File: config.mk
export PLATFORM = sky130hd
export DESIGN_NAME = led_chaser
export DESIGN_NICKNAME = d
export VERILOG_FILES = /design/src/rtl/led_chaser_pkg.sv /design/src/rtl/tick_divider.sv /design/src/rtl/led_chaser.sv
export SDC_FILE = /design/constraint.sdc
export NUM_CORES = 1
export LEC_CHECK = 0
export CELL_PAD_IN_SITES_DETAIL_PLACEMENT = 0
export CELL_PAD_IN_SITES_GLOBAL_PLACEMENT = 2
export CORE_ASPECT_RATIO = 0.75
export CORE_MARGIN = 2
export CORE_UTILIZATION = 36
export DETAILED_ROUTE_END_ITERATION = 10
export PLACE_DENSITY_LB_ADDON = 0.1
export REMOVE_ABC_BUFFERS = 1
export SLEW_MARGIN = 25
export SYNTH_ARGS = -nofsm -noshare
export SYNTH_HDL_FRONTEND = slang
export SYNTH_HIERARCHICAL = 1
export SYNTH_SLANG_ARGS = --single-unit
File: constraint.sdc
create_clock -name Clock -period 4.15 [get_ports Clock]
set_input_delay 0.6225 -clock Clock [delete_from_list [all_inputs] [get_ports Clock]]
set_output_delay 0.6225 -clock Clock [all_outputs]
set_load 0.05 [all_outputs]
File: src/rtl/led_chaser_pkg.sv
// Shared mode encodings and LED decode helpers for the LED chaser.
package led_chaser_pkg;

  localparam logic [2:0] MODE_SHIFT_UP   = 3'd0;
  localparam logic [2:0] MODE_SHIFT_DOWN = 3'd1;
  localparam logic [2:0] MODE_BOUNCE     = 3'd2;
  localparam logic [2:0] MODE_FILL       = 3'd3;
  localparam logic [2:0] MODE_BLINK      = 3'd4;

  function automatic logic [31:0] onehot(input logic [4:0] pos);
    return 32'd1 << pos;
  endfunction

  // Bits [pos:0] set; the double shift keeps pos=31 from overflowing.
  function automatic logic [31:0] bar(input logic [4:0] pos);
    return ~((32'hFFFF_FFFF << pos) << 1);
  endfunction

endpackage

File: src/rtl/tick_divider.sv
// Free-running prescaler producing a registered one-cycle step strobe.
module tick_divider
  import led_chaser_pkg::*;
#(
  parameter int DIV_W = 25
) (
  input  logic       Clock,
  input  logic       Reset,
  input  logic [1:0] speed,
  output logic       tick
);

  logic [DIV_W-1:0] cnt;
  logic [DIV_W-1:0] mask;
  logic             hit;

  // Low K = DIV_W - 2*speed bits set.
  always_comb begin
    mask = {DIV_W{1'b1}} >> {speed, 1'b0};
    hit  = (cnt & mask) == mask;
  end

  always_ff @(posedge Clock) begin
    if (Reset) begin
      cnt  <= '0;
      tick <= 1'b0;
    end else begin
      cnt  <= cnt + 1'b1;
      tick <= hit;
    end
  end

endmodule

File: src/rtl/led_chaser.sv
// LED pattern generator: shift, bounce, fill and blink modes
// stepped by a selectable-rate prescaler tick.
module led_chaser
  import led_chaser_pkg::*;
#(
  parameter int N_LEDS = 18,
  parameter int DIV_W  = 25,
  parameter int POS_W  = $clog2(N_LEDS)
) (
  input  logic              Clock,
  input  logic              Reset,
  input  logic [2:0]        mode,
  input  logic [1:0]        speed,
  input  logic              pause,
  output logic [N_LEDS-1:0] led,
  output logic [POS_W-1:0]  position,
  output logic              tick
);

  localparam logic [POS_W-1:0] LAST = POS_W'(N_LEDS - 1);
  localparam logic [POS_W-1:0] ONE  = POS_W'(1);

  logic              dir;
  logic              phase;
  logic              step;
  logic              dir_n;
  logic              phase_n;
  logic [POS_W-1:0]  inc;
  logic [POS_W-1:0]  dec;
  logic [POS_W-1:0]  pos_n;
  logic [N_LEDS-1:0] led_n;

  tick_divider #(
    .DIV_W(DIV_W)
  ) u_div (
    .Clock(Clock),
    .Reset(Reset),
    .speed(speed),
    .tick (tick)
  );

  always_comb begin
    step    = tick && !pause;
    inc     = (position == LAST) ? '0 : position + ONE;
    dec     = (position == '0) ? LAST : position - ONE;
    pos_n   = position;
    dir_n   = dir;
    phase_n = phase;
    if (step) begin
      case (mode)
        MODE_SHIFT_UP,
        MODE_FILL:       pos_n = inc;
        MODE_SHIFT_DOWN: pos_n = dec;
        MODE_BOUNCE: begin
          if (!dir) begin
            if (position == LAST) begin
              pos_n = LAST - ONE;
              dir_n = 1'b1;
            end else begin
              pos_n = position + ONE;
            end
          end else begin
            if (position == '0) begin
              pos_n = ONE;
              dir_n = 1'b0;
            end else begin
              pos_n = position - ONE;
            end
          end
        end
        MODE_BLINK:      phase_n = !phase;
        default:         ;
      endcase
    end
  end

  // Decode runs every cycle so mode changes show without a tick.
  always_comb begin
    led_n = '0;
    case (mode)
      MODE_SHIFT_UP,
      MODE_SHIFT_DOWN,
      MODE_BOUNCE: led_n = N_LEDS'(onehot(5'(pos_n)));
      MODE_FILL:   led_n = N_LEDS'(bar(5'(pos_n)));
      MODE_BLINK:  led_n = {N_LEDS{phase_n}};
      default:     led_n = '0;
    endcase
  end

  always_ff @(posedge Clock) begin
    if (Reset) begin
      position <= '0;
      dir      <= 1'b0;
      phase    <= 1'b0;
      led      <= '0;
    end else begin
      position <= pos_n;
      dir      <= dir_n;
      phase    <= phase_n;
      led      <= led_n;
    end
  end

endmodule

## After elaboration in Yosys (flattened, before gate mapping)

Cells that the tools add are included.

- Add/subtract/negate cells: 3
- Shift operators: 3
- Bitwise operators: 2
- Reduce and logical (&&, ||, !) cells: 8
- Multiplexer cells: 13
- Eq/ne operators: 6

Operators by type and width:

| kind | number |
|---|---|
| $pmux 18 s3 | 1 |
| $shl 32x5->17 const A | 1 |
| $mux 5 | 6 |
| $add 25x1->25 const B | 1 |
| $and 25x25->25 | 1 |
| $eq 25x25->1 | 1 |
| $shr 25x3->25 const A | 1 |
| $not 18->18 | 1 |
| $shl 1x5->18 const A | 1 |
| $pmux 5 s3 | 1 |
| $eq 3x2->1 const B | 2 |
| $add 5x1->5 const B | 1 |
| $eq 5x5->1 const B | 1 |
| $logic_not 5->1 | 1 |
| $mux 1 | 5 |
| $sub 5x1->5 const B | 1 |
| $eq 3x1->1 const B | 1 |
| $eq 3x3->1 const B | 1 |
| $logic_not 3->1 | 1 |
| $reduce_or 3->1 | 1 |
| $logic_not 1->1 | 2 |
| $reduce_and 2->1 | 1 |
| $reduce_or 2->1 | 1 |
| $logic_and 1x1->1 | 1 |

- Word-level logic and storage cells: 41
- Register bits after elaboration: 51

## Logic depth before layout (Yosys ltp)

Gate-level depths: netlist of run 1.

- Depth in word-level cells: 8
- Gate-level depth with buffers: 11
- Gate-level depth less buffers: 9

## Hierarchy

Netlist of run 1, hierarchy kept.

By module, submodules not included:

| module | area an instance (um2) | cells each | instances |
|---|---|---|---|
| led_chaser | 1712.9 | 207 | 1 |
| tick_divider | 1157.4 | 134 | 1 |

## Worst setup path after synthesis of run 1

OpenSTA, ideal clock, no wires.

- Path kind: reg-to-reg
- Start point: register position[0]
- End point: register led[4]
- Arrival: 2742 ps
- Cell stages (with the launch flop): 11
- Setup slack: 1318 ps
- Buffers on the path: 1
- Cell sequence: dfxtp_1 buf_2 inv_1 ha_1 nand2b_4 o32ai_1 or4_4 a31o_2 o21ai_1 a311oi_1 a311oi_1

- Cells in the longest elaborated chain, start to end: 8
- Elaborated cells between the ends (all ways): 15
- Those cells by class: add/sub: 2; eq/ne: 1; shift: 2; mux: 8; bitwise: 1; reduce/logical: 1

Ends and longest elaborated chain:

| element | line | text |
|---|---|---|
| start, declared | led_chaser.sv:16 | `output logic [POS_W-1:0] position,` |
| start signal, assigned | led_chaser.sv:97 | `position <= pos_n;` |
| $add 5x1->5, or another cell as far along | led_chaser.sv:44, led_chaser.sv:60 |  |
| $mux 5 (on tied branches) | led_chaser.sv:56, led_chaser.sv:63 |  |
| $mux 5 | led_chaser.sv:55 | `if (!dir) begin` |
| $pmux 5 s3 | led_chaser.sv:50 | `case (mode)` |
| $mux 5 (*) | led_chaser.sv:49 | `if (step) begin` |
| $shl 32x5->17 | led_chaser_pkg.sv:16 | `return ~((32'hFFFF_FFFF << pos) << 1);` |
| $not 18->18 | led_chaser_pkg.sv:16 |  |
| $pmux 18 s3 (*) | led_chaser.sv:80 | `case (mode)` |
| end signal, assigned | led_chaser.sv:100 | `led <= led_n;` |
| end, declared | led_chaser.sv:15 | `output logic [N_LEDS-1:0] led,` |

Every way passes the cells marked *; elsewhere a longest branch is shown, timed or not.
A chain may end at the register's enable or synchronous reset.

## Worst setup path in the final report of run 1

- Start point: input mode[2]
- End point: register led[10]

- Cells in the longest elaborated chain, start to end: 7
- Elaborated cells between the ends (all ways): 15
- Those cells by class: eq/ne: 4; shift: 2; mux: 5; bitwise: 1; reduce/logical: 3

Ends and longest elaborated chain:

| element | line | text |
|---|---|---|
| start, declared | led_chaser.sv:12 | `input logic [2:0] mode,` |
| $eq 3x2->1 / $logic_not 3->1 (equally long branches) | led_chaser.sv:50, led_chaser.sv:80 |  |
| $reduce_or 2->1 | led_chaser.sv:50 |  |
| $pmux 5 s3 | led_chaser.sv:50 |  |
| $mux 5 | led_chaser.sv:49 |  |
| $shl 32x5->17 | led_chaser_pkg.sv:16 |  |
| $not 18->18 | led_chaser_pkg.sv:16 |  |
| $pmux 18 s3 (*) | led_chaser.sv:80 |  |

Marked as above.

==> results of run 1 <==
## layout by cell type, fill, tap and decap left out, types with 6 or more instances in the layout
cell type        netlist  routed
a21oi_1               35      35
clkbuf_8               0       6
clkdlybuf4s50_1        0      31
dfxtp_1               51      51
inv_1                 11      11
nand2_1               16      16
nand3_1               20      20
nand4_1                7       7
nor2_1                36      36
nor3_1                11      11
o21ai_0               18      18
o31ai_1                6       6
or4_1                  6       6
xnor2_1                9       9
## Yosys cell counts, drive strengths merged (4+ instances only)
cell,number
a31oi,5
o22ai,5
or4,8
o31ai,6
dfxtp,51
or3,7
clkbuf,9
xor2,5
inv,11
o21ai,19
nor2b,4
ha,5
a21o,4
buf,13
nor3,12
xnor2,9
nand4,8
a21oi,37
nor2,37
nand3,20
nand2,16
## registers in the layout (all words and copies together) (netlist names)
name	flops
u_div/cnt	25
led	18
position	5
phase	1
u_div/tick	1
dir	1
## final cells by class
type,count,share of cell area (%)
tap,105,3.95
timing repair buffer,36,10.5
multi-input combinational,257,50.7
sequential,51,30.7
clock buffer,6,2.48
clock inverter,2,0.414
inverter,11,1.24
## path summary, 6_finish.rpt
kind                                      end  cells after the start     startpoint  slack (ns)
worst max-delay path                  led[10]                     10        mode[2]        1.12
worst min-delay path            u_div/cnt[18]                      2  u_div/cnt[18]        0.49
worst max register to register        led[13]                      9    position[0]        1.20
worst min register to register  u_div/cnt[18]                      2  u_div/cnt[18]        0.49
## critical path, stage by stage
cell and delay, ns:
clkdlybuf4s50_1 0.41, buf_4 0.19, nor3b_2 0.35, buf_4 0.27, inv_1 0.07, a21o_1 0.19, a221o_2 0.43, a221oi_4 0.47
a41o_1 0.16, a21oi_1 0.06
## layer usage
metal  wire, um  track usage [%]  up-vias
li1           -                -     1321
met1       4050             26.4     1225
met2       2990             26.3       46
met3        292             3.45        7
met4         71             5.32        0
met5          0                0        -
## cell families after synthesis
family / share of synthesized area (%)
compound gates: 26.1
xor+xnor: 4.27
fa+ha+maj: 2.18
buf+inv: 5.67
flops: 35.6
mux: 0.349
simple gates: 25.9
## power breakdown
| group | switching [mW] | internal (mW) |
|---|---|---|
| sequential | 0.00366 | 0.492 |
| clock | 0.183 | 0.137 |
| combinational | 0.0338 | 0.0191 |
| total | 0.220 | 0.648 |
## stage by stage
stage / total power, mW / util [%] / hold slack, ns / setup WS (ns) / area (um^2)
2_1_floorplan: 0.532 / - / 0.446 / 1.22 / 2750
3_3_place_gp: 0.561 / 41.3 / 0.468 / 0.786 / 3230
3_5_place_dp: 0.560 / 41.3 / 0.480 / 0.814 / 3230
4_1_cts: 0.880 / 42.6 / 0.495 / 1.14 / 3320
5_1_grt: 0.901 / 42.6 / 0.528 / 0.929 / 3320
6_report: 0.869 / 42.6 / 0.494 / 1.12 / 3320
==> flow_summary_export.csv, run 1 <==
group,metric,value,unit
status,status,"finished clean",
logic_synthesis,synth_area_leaders,"dfxtp_1 36%, a21oi_1 6.1%, nor2_1 4.7%",
grt,grt-ovfl-total,0,
grt,antenna_found_initial,0,
logic_synthesis,async_reset_ff_share,0,%
route,via_count,2599,
final_layout,drive_gt1_share,10.2,%
clock_tree,clockBufferDepth,2,
logic_synthesis,yosysWarnings,6,
grt,grt_pass1_vias,2401,
placed_design,io_buffers,31,
route,first_pass_iters,4,
floorplan,fp.dieH,81.3,um
clock_tree,cts_tree,"built",
critical_path,critPathCaptureType,"flop",
final_layout,final_nets,375,
clock_tree,cts_setup_buffers,0,
logic_synthesis,synth_area,2870,um^2
clock_tree,hold_buffers,0,
final_layout,instances_no_fill,468,
route,dr.first_iter.drc_count,126,
clock_tree,htree_levels,2,
clock_tree,post_cts_resized,0,
final_layout,fill_cells,826,
final_layout,multi_input_area,1690,um^2
logic_synthesis,synth_top_area_share,35.6,%
grt,grt.total_usage,17.9,%
floorplan,initial_core_util,36.7,%
clock_tree,cts_inserted_buffers,5,
route,drt-vias-per-instance,5.55,
placed_design,hpwl,5.19,mm
sta,drv_slew,0,
sta,worst_slew_pin_slew,0.902,ns
floorplan,rows,28,
grt,grt_pass1_wl,12.2,mm
sta,rsz0062_at_grt,"no",
route,drc,0,
logic_synthesis,netlist_instances,341,
logic_synthesis,ys_ff_latch,51,
clock_tree,clk_latency,0.31,ns
floorplan,num_io_pins,32,
pwr,leakage,1.07,nW
logic_synthesis,synth.avg_cell_area,8.42,um^2
route,routedWlPerCell,15.8,um
sta,fin_worst_skew,0.00570,ns
logic_synthesis,yosysUniqueCellTypes,71,
sta,fin_tns_setup,0,ns
sta,finalHoldViolCount,0,
placed_design,place_congestion,0.806,
floorplan,core-area,7810,um^2
final_layout,antenna_cells,0,
logic_synthesis,seq_area_frac_synth,35.6,%
sta,finalCritPeriodShare,73.1,%
sta,fin_crit,3.03,ns
route,drt_wl_total,7.41,mm
final_layout,syn_to_final_growth,15.8,%
final_layout,final-seq-area,1020,um^2
logic_synthesis,ys.flop_type,"dfxtp_1",
logic_synthesis,synth-edff-count,0,
job,maxCapViolCount,0,
route,postRouteAntennaNets,0,
clock_tree,clock-sinks,51,
min_path,hp-class,"flop to flop",
sta,max-slew-margin-rel,39.2,%
critical_path,cp.arrival,3.22,ns
critical_path,cp_max_fo,14,
pwr,ir_worst_vdd,0.121,mV
pwr,power_density,261,nW/um^2
sta,finalSetupViolations,0,
critical_path,start_kind,"input pin",
grt,grt_max_degree,34,
floorplan,die_width,107,um
logic_synthesis,synth_top_cell_by_area,"dfxtp_1",
floorplan,die_area,8710,um^2
placed_design,dp_cells,460,
critical_path,critical_path_class,"input pin to flop",
clock_tree,cts_root_buf,"clkbuf_8",
critical_path,cp.required,4.34,ns
clock_tree,path_clk_slew,0.10,ns
sta,fmax,330,MHz
Power figures use the tool's default switching activity.
==> inputs of run 2 (changes only) <==
--- a/config.mk
+++ b/config.mk
@@ -9,7 +9,7 @@
 export CELL_PAD_IN_SITES_GLOBAL_PLACEMENT = 2
 export CORE_ASPECT_RATIO = 0.75
 export CORE_MARGIN = 2
-export CORE_UTILIZATION = 36
+export CORE_UTILIZATION = 31
 export DETAILED_ROUTE_END_ITERATION = 10
 export PLACE_DENSITY_LB_ADDON = 0.1
 export REMOVE_ABC_BUFFERS = 1
==> constraint.sdc (replaced) <==
create_clock -name Clock -period 2.5 [get_ports Clock]
set_input_delay 0.375 -clock Clock [delete_from_list [all_inputs] [get_ports Clock]]
set_output_delay 0.375 -clock Clock [all_outputs]
set_load 0.05 [all_outputs]
==> run 2 against run 1 <==
  * Sequential power increased by 66%
  * Critical path depth down 1
  * Total power grew 99%
  * Global-route usage down 0.15 points
  * Die area grew 15%
==> flow_summary_export.csv, run 2 (synthesis gave the netlist of run 1 again) <==
group,metric,value,unit
min_path,hp-class,"flop to flop",
pwr,ir_worst_vdd,0.303,mV
critical_path,start_kind,"flop",
clock_tree,clockBufferDepth,2,
route,via_count,2902,
critical_path,cp.required,2.66,ns
floorplan,initial_core_util,31.9,%
sta,finalCritPeriodShare,99.3,%
floorplan,rows,30,
floorplan,die_width,115,um
status,status,"finished clean",
route,dr.first_iter.drc_count,139,
route,drt_wl_total,8.70,mm
floorplan,die_area,10100,um^2
route,postRouteAntennaNets,0,
final_layout,antenna_cells,0,
final_layout,final_nets,446,
sta,worst_slew_pin_slew,0.682,ns
clock_tree,path_clk_slew,0.07,ns
final_layout,instances_no_fill,546,
placed_design,dp_cells,526,
placed_design,hpwl,6.22,mm
grt,grt-ovfl-total,0,
sta,finalSetupViolations,0,
floorplan,num_io_pins,32,
critical_path,cp_max_fo,4,
sta,fin_worst_skew,0.00514,ns
pwr,power_density,419,nW/um^2
final_layout,largestRegisters,"u_div/cnt (25), led (18), position (5)",
critical_path,critical_path_class,"flop to flop",
sta,finalHoldViolCount,0,
final_layout,drive_gt1_share,30.2,%
clock_tree,cts_tree,"built",
job,maxCapViolCount,0,
pwr,total_power,1.73,mW
final_layout,top_register,"u_div/cnt",
route,routedWlPerCell,15.9,um
grt,grt_max_degree,22,
clock_tree,clock-sinks,51,
critical_path,critPathCaptureType,"flop",
placed_design,place_congestion,0.872,
route,drc,0,
sta,fmax,403,MHz
clock_tree,htree_levels,2,
critical_path,cp.arrival,2.64,ns
sta,drv_slew,0,
route,drt-vias-per-instance,5.32,
placed_design,io_buffers,31,
final_layout,layout_common_cells,"69 x buf_4, 47 x dfxtp_1, 35 x nor2_1",
grt,grt_pass1_vias,2667,
clock_tree,hold_buffers,0,
floorplan,core-area,9010,um^2
sta,fin_ws,0.0181,ns
route,first_pass_iters,4,
final_layout,largest_reg_flops,25,
grt,grt_pass1_wl,14.1,mm
sta,rsz0062_at_grt,"yes",
sta,fin_crit,2.48,ns
floorplan,fp.dieH,87.3,um
clock_tree,cts_root_buf,"clkbuf_16",
final_layout,final_common_cell,"buf_4",
pwr,leakage,1.52,nW
grt,grt.total_usage,17.8,%
final_layout,syn_to_final_growth,43.7,%
clock_tree,clk_latency,0.29,ns
clock_tree,cts_inserted_buffers,5,
grt,antenna_found_initial,0,
sta,max-slew-margin-rel,53.9,%
placed_design,place_ws,-0.333,ns
[run 2: cell type report]
type	instances	area [um^2]
Tap cell	112	140
Inverter	11	41.3
Timing Repair Buffer	107	936
Clock inverter	3	43.8
Sequential cell	51	1030
Fill cell	909	4880
Clock buffer	5	125
Multi-Input combinational cell	257	1810
[run 2: repair_timing]
| item | CTS | global route |
|---|---|---|
| resized for setup | 5 | 37 |
| setup buffers | 3 | 9 |
| pin swaps | 5 | 11 |
| setup endpoints to repair | 11 | 17 |
[run 2: power by group]
group | internal, mW | switching, mW
clock network | 0.473 | 0.314
registers | 0.817 | 0.00575
logic | 0.0511 | 0.0665
[run 2: path summary, 6_finish.rpt]
path / from / endpoint / slack (ns) / depth (start not counted)
max: position[0] / led[3] / 0.02 / 9
min: u_div/cnt[0] / u_div/cnt[0] / 0.49 / 1
max reg2reg: position[0] / led[3] / 0.02 / 9
min reg2reg: u_div/cnt[0] / u_div/cnt[0] / 0.49 / 1
[run 2: worst max-delay path: stages, from the launching register on]
cell and delay (ns):
dfxtp_2 0.34, inv_2 0.08, ha_4 0.16, nand2b_4 0.07, a221o_1 0.31, a32o_2 0.28
a221o_2 0.48, a221oi_4 0.37, buf_4 0.18, o22ai_1 0.07
[run 2: metal layers]
metal | vias to the layer above | global-route usage [%] | wire length, um
li1 | 1461 | - | -
met4 | 0 | 3.72 | 72
met3 | 7 | 2.92 | 281
met1 | 1389 | 27.7 | 4690
met2 | 45 | 25.2 | 3650
met5 | - | 0 | 0
[run 2: through the flow]
step / hold WS (ns) / setup TNS [ns] / area (um^2) / utilization, %
floorplan: 0.442 / -4.69 / 2750 / -
global placement: 0.465 / -3.99 / 3690 / 41.0
detailed placement: 0.477 / -4.27 / 3690 / 41.0
CTS: 0.486 / 0 / 3910 / 43.4
global route: 0.510 / -0.404 / 4120 / 45.8
finish: 0.488 / 0 / 4120 / 45.8
